`config.mk`:
```
export PLATFORM = sky130hd
export DESIGN_NAME = div_unit
export DESIGN_NICKNAME = d
export VERILOG_FILES = /design/src/rtl/div_unit_pkg.sv /design/src/rtl/div_unit_step.sv /design/src/rtl/div_unit.sv
export SDC_FILE = /design/constraint.sdc
export NUM_CORES = 1
export LEC_CHECK = 0
export CAP_MARGIN = 40
export CORE_MARGIN = 4
export CORE_UTILIZATION = 61
export CTS_CLUSTER_SIZE = 12
export DETAILED_ROUTE_END_ITERATION = 7
export PLACE_DENSITY = 0.82
export SLEW_MARGIN = 20
export SYNTH_ARGS = -nofsm -noshare
export SYNTH_HDL_FRONTEND = slang
export SYNTH_HIERARCHICAL = 1
export SYNTH_SLANG_ARGS = --single-unit
```
`constraint.sdc`:
```
create_clock -name clk -period 11.9 [get_ports clk]
set_input_delay 3.57 -clock clk [delete_from_list [all_inputs] [get_ports clk]]
set_output_delay 3.57 -clock clk [all_outputs]
set_load 0.02 [all_outputs]
```
`src/rtl/div_unit_pkg.sv`:
```
// rtl/div_unit_pkg.sv - shared encodings and helpers for the EX-stage divider
package div_unit_pkg;

   localparam int DATA_BUS      = 32;
   localparam int DIV_ITER_LAST = 31;

   typedef enum logic [1:0] {
      DIV_IDLE = 2'd0,
      DIV_ZERO = 2'd1,
      DIV_BUSY = 2'd2,
      DIV_DONE = 2'd3
   } div_state_t;

   // Two's-complement magnitude, applied only for signed operations.
   function automatic logic [DATA_BUS-1:0] div_mag(input logic [DATA_BUS-1:0] v,
                                                   input logic                is_signed);
      return (is_signed && v[DATA_BUS-1]) ? (~v + 1'b1) : v;
   endfunction

endpackage

```
`src/rtl/div_unit_step.sv`:
```
// rtl/div_unit_step.sv - one combinational restoring-division iteration
module div_unit_step #(
   parameter int W = 32
) (
   input  logic [W-1:0] i_rem,
   input  logic [W-1:0] i_dvd,
   input  logic [W-1:0] i_dsr,
   output logic [W-1:0] o_rem,
   output logic [W-1:0] o_dvd,
   output logic         o_q_bit
);

   logic [W:0]   w_shifted;
   logic [W-1:0] w_trial;

   // Shift the next dividend bit into the partial remainder, then try subtracting.
   // When the subtraction is kept the true difference is below the divisor, so a
   // W-bit result is exact; the compare decides using the full W+1-bit value.
   always_comb begin
      w_shifted = {i_rem, i_dvd[W-1]};
      w_trial   = w_shifted[W-1:0] - i_dsr;
      o_q_bit   = (w_shifted >= {1'b0, i_dsr});
      o_rem     = o_q_bit ? w_trial : w_shifted[W-1:0];
      o_dvd     = {i_dvd[W-2:0], 1'b0};
   end

endmodule

```
`src/rtl/div_unit.sv`:
```
// rtl/div_unit.sv - multi-cycle 32-bit DIV/DIVU producing LO=quotient, HI=remainder
module div_unit
   import div_unit_pkg::*;
#(
   parameter int DATA_WIDTH = DATA_BUS,
   parameter int CNT_WIDTH  = 6
) (
   input  logic                  clk,
   input  logic                  rst,
   input  logic                  flush,
   input  logic                  start,
   input  logic                  signed_div,
   input  logic [DATA_WIDTH-1:0] dividend,
   input  logic [DATA_WIDTH-1:0] divisor,
   output logic                  stall_request,
   output logic                  done,
   output logic [DATA_WIDTH-1:0] quotient,
   output logic [DATA_WIDTH-1:0] remainder
);

   div_state_t            r_state;
   logic [CNT_WIDTH-1:0]  r_cnt;
   logic [DATA_WIDTH-1:0] r_rem;
   logic [DATA_WIDTH-1:0] r_dvd;
   logic [DATA_WIDTH-1:0] r_dsr;
   logic                  r_q_neg;
   logic                  r_r_neg;
   logic                  r_done;
   logic [DATA_WIDTH-1:0] r_quotient;
   logic [DATA_WIDTH-1:0] r_remainder;

   logic [DATA_WIDTH-1:0] w_rem_nxt;
   logic [DATA_WIDTH-1:0] w_dvd_shift;
   logic [DATA_WIDTH-1:0] w_quot_nxt;
   logic                  w_q_bit;

   div_unit_step #(.W(DATA_WIDTH)) u_step (
      .i_rem   (r_rem),
      .i_dvd   (r_dvd),
      .i_dsr   (r_dsr),
      .o_rem   (w_rem_nxt),
      .o_dvd   (w_dvd_shift),
      .o_q_bit (w_q_bit)
   );

   // Quotient bits accumulate in the vacated low end of the dividend register.
   assign w_quot_nxt = w_dvd_shift | {{(DATA_WIDTH-1){1'b0}}, w_q_bit};

   assign stall_request = start & ~r_done & ~flush & ~rst;
   assign done          = r_done;
   assign quotient      = r_quotient;
   assign remainder     = r_remainder;

   // Divider control FSM with registered result and done flag.
   always_ff @(posedge clk) begin
      if (rst) begin
         r_state     <= DIV_IDLE;
         r_cnt       <= '0;
         r_rem       <= '0;
         r_dvd       <= '0;
         r_dsr       <= '0;
         r_q_neg     <= 1'b0;
         r_r_neg     <= 1'b0;
         r_done      <= 1'b0;
         r_quotient  <= '0;
         r_remainder <= '0;
      end else if (flush) begin
         // Abort without touching the last result so no HI/LO write appears.
         r_state <= DIV_IDLE;
         r_cnt   <= '0;
         r_done  <= 1'b0;
      end else begin
         case (r_state)
            DIV_IDLE: begin
               if (start) begin
                  if (divisor == '0) begin
                     // Raw dividend is kept for the remainder of a divide-by-zero.
                     r_dvd   <= dividend;
                     r_state <= DIV_ZERO;
                  end else begin
                     r_dvd   <= div_mag(dividend, signed_div);
                     r_dsr   <= div_mag(divisor, signed_div);
                     r_q_neg <= signed_div & (dividend[DATA_WIDTH-1] ^ divisor[DATA_WIDTH-1]);
                     r_r_neg <= signed_div & dividend[DATA_WIDTH-1];
                     r_cnt   <= '0;
                     r_rem   <= '0;
                     r_state <= DIV_BUSY;
                  end
               end
            end
            DIV_ZERO: begin
               r_quotient  <= '1;
               r_remainder <= r_dvd;
               r_done      <= 1'b1;
               r_state     <= DIV_DONE;
            end
            DIV_BUSY: begin
               r_rem <= w_rem_nxt;
               r_dvd <= w_quot_nxt;
               r_cnt <= r_cnt + CNT_WIDTH'(1);
               if (r_cnt == CNT_WIDTH'(DIV_ITER_LAST)) begin
                  r_quotient  <= r_q_neg ? (~w_quot_nxt + 1'b1) : w_quot_nxt;
                  r_remainder <= r_r_neg ? (~w_rem_nxt + 1'b1) : w_rem_nxt;
                  r_done      <= 1'b1;
                  r_state     <= DIV_DONE;
               end
            end
            DIV_DONE: begin
               if (!start) begin
                  r_done  <= 1'b0;
                  r_state <= DIV_IDLE;
               end
            end
            default: r_state <= DIV_IDLE;
         endcase
      end
   end

endmodule

```
==> results.py, run 1 <==
metrics = {
    "synthesis": {
        "syn_nets": 1810,
        "synth_top_cell_by_area": "dfxtp_1",
        "synth_edf_count": 0,
        "synth_cell_types": 94,
        "yosys_warnings": 6,
        "asyncSetResetFlopFracSynth": 0,
        "synth_top_area_share": 0.259,
        "synth_cells": 1700,
        "synth-main-ff-cell": "dfxtp_1",
        "synth_area_sq_mm": 0.0132,
        "synth.most_common_cell": "dfxtp_1",
        "synth_top_cells_by_area": "dfxtp_1, o21ai_0, a21oi_1",
        "synth_seq_cells": 171,
        "ys_seq_area_frac": 0.259,
        "avgSynthCellArea_sq_um": 7.77,
        "synth_common_cells": "dfxtp_1, nor2_1, clkbuf_1",
    },
    "sta": {
        "min_period_ps": 9150,
        "setup_slack_ps": 2750,
        "tightest_slew_ps": 895,
        "hold_viol": 0,
        "clock.fmax_mhz": 109,
        "drv_slew": 0,
        "grt_setup_unrepaired": "no",
        "setup_viol_count_final": 0,
        "post-route-period-util": 0.769,
        "relSlewSlack": 0.398,
        "setup_tns_ps": 0,
        "finClkSkew_ps": 17.2,
    },
    "setup_path": {
        "cp_max_fo": 12,
        "start_kind": "input port",
        "cp-end-kind": "primary output",
        "reg2regPathDepth": 17,
        "crit_type": "input port to primary output",
        "worstPathRequired_ps": 8330,
        "arrival_ps": 5580,
    },
    "drt": {
        "post_drt_wl_per_cell_microns": 20.6,
        "wl_met3_mm": 4.69,
        "wl_met1_mm": 17.3,
        "first_pass_iters": 6,
        "met2_length_mm": 17.8,
        "detail-route-antenna-nets": 0,
        "top_layer": "met4",
        "vias": 13700,
        "drc_errors": 0,
        "drt_iter0_drc": 1634,
        "avgViaCountPerCell": 6.87,
        "wirelength_mm": 41.0,
    },
    "status": {
        "status": "finished clean",
    },
    "die": {
        "rows": 53,
        "start_util": 0.625,
        "die-area_sq_mm": 0.0241,
        "coreArea_sq_mm": 0.0212,
        "die_h_microns": 155,
        "die_x_microns": 155,
        "ios": 135,
    },
    "clock_tree": {
        "post_cts_buffers": 0,
        "clk_pin_slew_ps": 80,
        "clkLatencyLatePin_ps": 440,
        "post_cts_resized": 0,
        "cts_tree": "yes",
        "cts_buffer_depth": 2,
        "clockRootBuffer": "clkbuf_16",
        "cts_num_sinks": 171,
        "cts.htree.levels": 4,
        "holdBufCountCts": 0,
        "numCtsBuffers": 17,
    },
    "grt": {
        "track_usage": 0.327,
        "antenna_found_initial": 0,
        "grt_pass1_wl_mm": 64.8,
        "grt_overflow": 0,
        "grt_pass1_vias": 12300,
        "grt_max_degree": 85,
    },
    "cells_and_area": {
        "drive_gt1_frac": 0.0792,
        "diodes": 0,
        "fin_nets": 1814,
        "fin_cells": 1992,
        "area_growth_syn_to_layout_pct": 12.9,
    },
    "hold_path": {
        "hold_depth": 2,
        "hold_path.class": "flop to flop",
    },
    "placement": {
        "place_hpwl_mm": 29.1,
        "io_buffers": 134,
        "gp_congestion": 0.962,
        "pre_cts_ws_ps": 2820,
        "dp.cells": 1959,
    },
    "power": {
        "p_leak_nw": 5.40,
        "power.density_mw_per_mm2": 110,
        "max-vdd-ir-drop_uv": 95.8,
    },
    "run": {
        "drv_cap": 0,
    },
}
-- critical path, stage by stage --
cell and delay (ps):
clkdlybuf4s50_1 680, or2_2 520, nor3_1 170, clkdlybuf4s50_1 630
-- placed cells by master (no fill, tap or decap), types with 9 or more instances in the layout --
master,synthesis,final
dfxtp_1,171,171
nor2_1,137,136
clkdlybuf4s50_1,0,133
o21ai_0,116,116
a21oi_1,112,112
nand2_1,107,107
nor3_1,65,64
xor2_1,56,56
inv_1,56,55
nand3_1,50,50
xnor2_1,44,44
ha_1,40,39
a22o_1,36,36
a221oi_1,35,35
or4_1,33,33
o211ai_1,31,31
nor4_1,30,30
a31oi_1,29,28
o41ai_1,26,26
a211oi_1,24,24
or3_1,22,22
o31ai_1,22,22
mux2_2,22,22
nand4_1,21,21
mux2i_1,20,20
clkbuf_16,0,17
buf_4,36,17
nand2b_1,15,14
or2_2,11,11
nor2b_1,11,11
a21o_1,11,11
a32oi_1,10,10
and3_1,9,9
a31o_2,9,9
mux2_4,9,9
-- power by group --
| group | internal (mW) | switching, mW |
|---|---|---|
| Combinational | 0.165 | 0.273 |
| Sequential | 0.599 | 0.0331 |
| Clock | 0.284 | 0.287 |
| Total | 1.05 | 0.593 |
-- sequential cells by signal, indices dropped and copies added (netlist names) --
register,count
r_rem,32
r_cnt,6
r_r_neg,1
r_state,2
r_dsr,32
done,1
r_q_neg,1
r_dvd,32
remainder,32
quotient,32
-- final timing paths --
path	slack (ps)	end	startpoint
hold reg to reg	460	remainder[6]	remainder[6]
hold / removal	460	remainder[6]	remainder[6]
setup / recovery	2750	stall_request	flush
setup reg to reg	5890	remainder[25]	r_dsr[10]
-- layout make-up --
| class | count | area, sq um |
|---|---|---|
| fillers | 1732 | 6240 |
| clock buffers | 17 | 425 |
| clock inverters | 15 | 170 |
| well taps | 275 | 344 |
| flip-flops and latches | 171 | 3420 |
| repair buffers | 158 | 1560 |
| inverters | 58 | 218 |
| multi-input cells | 1298 | 8770 |
-- routing by layer --
| layer | vias to the layer above | global-route usage |
|---|---|---|
| met5 | - | 0 |
| met4 | 0 | 0.110 |
| met3 | 90 | 0.0709 |
| met2 | 787 | 0.489 |
| met1 | 6413 | 0.467 |
| li1 | 6392 | - |
-- metrics by stage --
stage                     utilization  power, mW  hold slack, ps  instance area (sq um)
final                           0.705       1.64             461                  14900
after detailed placement        0.676       1.07             450                  14300
after CTS                       0.704       1.63             462                  14900
after global routing            0.705       1.71             480                  14900
after floorplan                     -      0.939             436                  13200
after global placement          0.672       1.05             446                  14200
-- logic make-up after synthesis --
kind of cell / synth area share
AND/OR/NAND/NOR: 0.222
AO/OA/AOI/OAI: 0.288
buffers and inverters: 0.0815
flip-flops: 0.259
XOR/XNOR: 0.0663
multiplexers: 0.0441
adder cells (fa/ha/maj): 0.0394
other: 0.000284
Note: power is estimated with default switching activity, not from simulation.
==> run 2, diff against run 1 <==
--- a/config.mk
+++ b/config.mk
@@ -7,10 +7,10 @@
 export LEC_CHECK = 0
 export CAP_MARGIN = 40
 export CORE_MARGIN = 4
-export CORE_UTILIZATION = 61
+export CORE_UTILIZATION = 59
 export CTS_CLUSTER_SIZE = 12
 export DETAILED_ROUTE_END_ITERATION = 7
-export PLACE_DENSITY = 0.82
+export PLACE_DENSITY = 0.79
 export SLEW_MARGIN = 20
 export SYNTH_ARGS = -nofsm -noshare
 export SYNTH_HDL_FRONTEND = slang
==> constraint.sdc (replaced) <==
create_clock -name clk -period 8.7 [get_ports clk]
set_input_delay 2.61 -clock clk [delete_from_list [all_inputs] [get_ports clk]]
set_output_delay 2.61 -clock clk [all_outputs]
set_load 0.02 [all_outputs]
==> run 2 against run 1 <==
  * Register-to-register slack worse by 3100 ps
  * Largest cell class unchanged
  * Flip-flop and latch count unchanged
  * Power up 39%
  * Clock power up 44%
  * Critical path type unchanged
  * Critical path depth up 1
  * Largest power group unchanged
==> results.py, run 2 (same netlist as run 1, synthesis figures left out) <==
metrics = {
    "status": {
        "status": "finished clean",
    },
    "setup_path": {
        "cp_num_cells": 5,
        "cp_top_family": "buffers and inverters",
        "r2r_start": "r_dsr[11]",
        "cp_common_cell": "clkdlybuf4s50_1",
        "start_kind": "input port",
        "reg2reg_to": "remainder[24]",
        "cp_cell_sequence": "clkdlybuf4s50_1, buf_4, or2_2, nor3_1, clkdlybuf4s50_1",
        "crit_end": "stall_request",
        "reg2regPathDepth": 16,
        "worstSetupStartpoint": "flush",
        "slowest_delay_ps": 630,
        "arrival_ps": 4440,
        "cp_slowest_cell": "clkdlybuf4s50_1",
        "r2r_slack_ps": 2800,
        "cp_max_fo": 31,
        "worstPathRequired_ps": 6090,
        "cp_num_buf_inv": 3,
        "cp-end-kind": "primary output",
        "crit_type": "input port to primary output",
    },
    "grt": {
        "busiest_layer": "met2",
        "grt_max_degree": 85,
        "met3_usage": 0.0659,
        "grt.met1_usage": 0.468,
        "grt_pass1_wl_mm": 65.5,
        "grt_overflow": 0,
        "track_usage": 0.323,
        "grtUsageMet2": 0.490,
        "antenna_found_initial": 0,
        "grt_pass1_vias": 12400,
    },
    "cells_and_area": {
        "diodes": 0,
        "final_common_cell": "dfxtp_1",
        "mostFrequentLayoutCells": "dfxtp_1, nor2_1, clkdlybuf4s50_1, o21ai_0, a21oi_1",
        "area_growth_syn_to_layout_pct": 12.8,
        "final.fill_count": 1864,
        "fin_cells": 1997,
        "fin_nets": 1814,
        "drive_gt1_frac": 0.0798,
    },
    "die": {
        "die_h_microns": 158,
        "ios": 135,
        "start_util": 0.602,
        "die_x_microns": 158,
        "die-area_sq_mm": 0.0249,
        "coreArea_sq_mm": 0.0220,
        "rows": 54,
    },
    "sta": {
        "finClkSkew_ps": 14.8,
        "relSlewSlack": 0.431,
        "post-route-period-util": 0.810,
        "grt_setup_unrepaired": "no",
        "setup_tns_ps": 0,
        "drv_slew": 0,
        "clock.fmax_mhz": 142,
        "tightest_slew_ps": 844,
        "hold_viol": 0,
        "setup_slack_ps": 1650,
        "setup_viol_count_final": 0,
        "min_period_ps": 7050,
        "hold_ws_ps": 456,
    },
    "placement": {
        "pre_cts_ws_ps": 1650,
        "gp_congestion": 0.937,
        "dp.cells": 1965,
        "io_buffers": 134,
        "place_hpwl_mm": 29.2,
    },
    "clock_tree": {
        "post_cts_resized": 0,
        "cts.htree.levels": 4,
        "cts_tree": "yes",
        "post_cts_buffers": 0,
        "clkLatencyLatePin_ps": 440,
        "clk_pin_slew_ps": 70,
        "numCtsBuffers": 17,
        "clockRootBuffer": "clkbuf_16",
        "cts_buffer_depth": 2,
        "holdBufCountCts": 0,
        "cts_num_sinks": 171,
    },
    "drt": {
        "drt_iter0_drc": 1512,
        "vias": 13800,
        "post_drt_wl_per_cell_microns": 20.6,
        "avgViaCountPerCell": 6.89,
        "detail-route-antenna-nets": 0,
        "first_pass_iters": 7,
        "drc_errors": 0,
        "wirelength_mm": 41.2,
    },
    "power": {
        "max-vdd-ir-drop_uv": 140,
        "totalPowerFinal_mw": 2.28,
        "p_leak_nw": 5.41,
        "power.density_mw_per_mm2": 153,
    },
    "run": {
        "drv_cap": 0,
    },
    "hold_path": {
        "hold_path.class": "flop to flop",
    },
}
-- run 2: layout make-up --
class,count,area (sq um),area share
clock inverter,15,200,0.0134
tap,280,350,0.0235
inverter,58,218,0.0146
timing repair buffer,158,1520,0.102
clock buffer,17,425,0.0285
sequential,171,3420,0.230
multi-input combinational,1298,8770,0.588
-- run 2: worst min-delay path: stages (launching register included) --
cell	delay, ps
dfxtp_1	310
nand2_1	50
a21oi_1	50
-- run 2: power by group --
part,leakage (nW),switching [mW],internal (mW)
Sequential,1.39,0.0441,0.820
Combinational,3.71,0.374,0.225
Clock,0.304,0.379,0.442
-- run 2: worst min path at each step --
| stage | startpoint | endpoint | cells past startpoint |
|---|---|---|---|
| 4_1_cts | remainder[12] | remainder[12] | 2 |
| 3_5_place_dp | remainder[12] | remainder[12] | 2 |
| 2_1_floorplan | r_dsr[31] | r_dsr[31] | 2 |
| 6_report | remainder[12] | remainder[12] | 2 |
| 3_3_place_gp | remainder[30] | remainder[30] | 2 |
| 5_1_grt | remainder[12] | remainder[12] | 2 |
-- run 2: per-layer routing --
metal,routed length [microns],vias up
met1,17700,6509
met5,0,-
li1,-,6394
met3,4600,73
met4,866,0
met2,18100,780
-- run 2: per-stage QoR --
step	instance area, sq um	utilization
2_1_floorplan	13200	-
3_3_place_gp	14200	0.648
3_5_place_dp	14300	0.650
4_1_cts	14900	0.679
5_1_grt	14900	0.679
6_report	14900	0.679
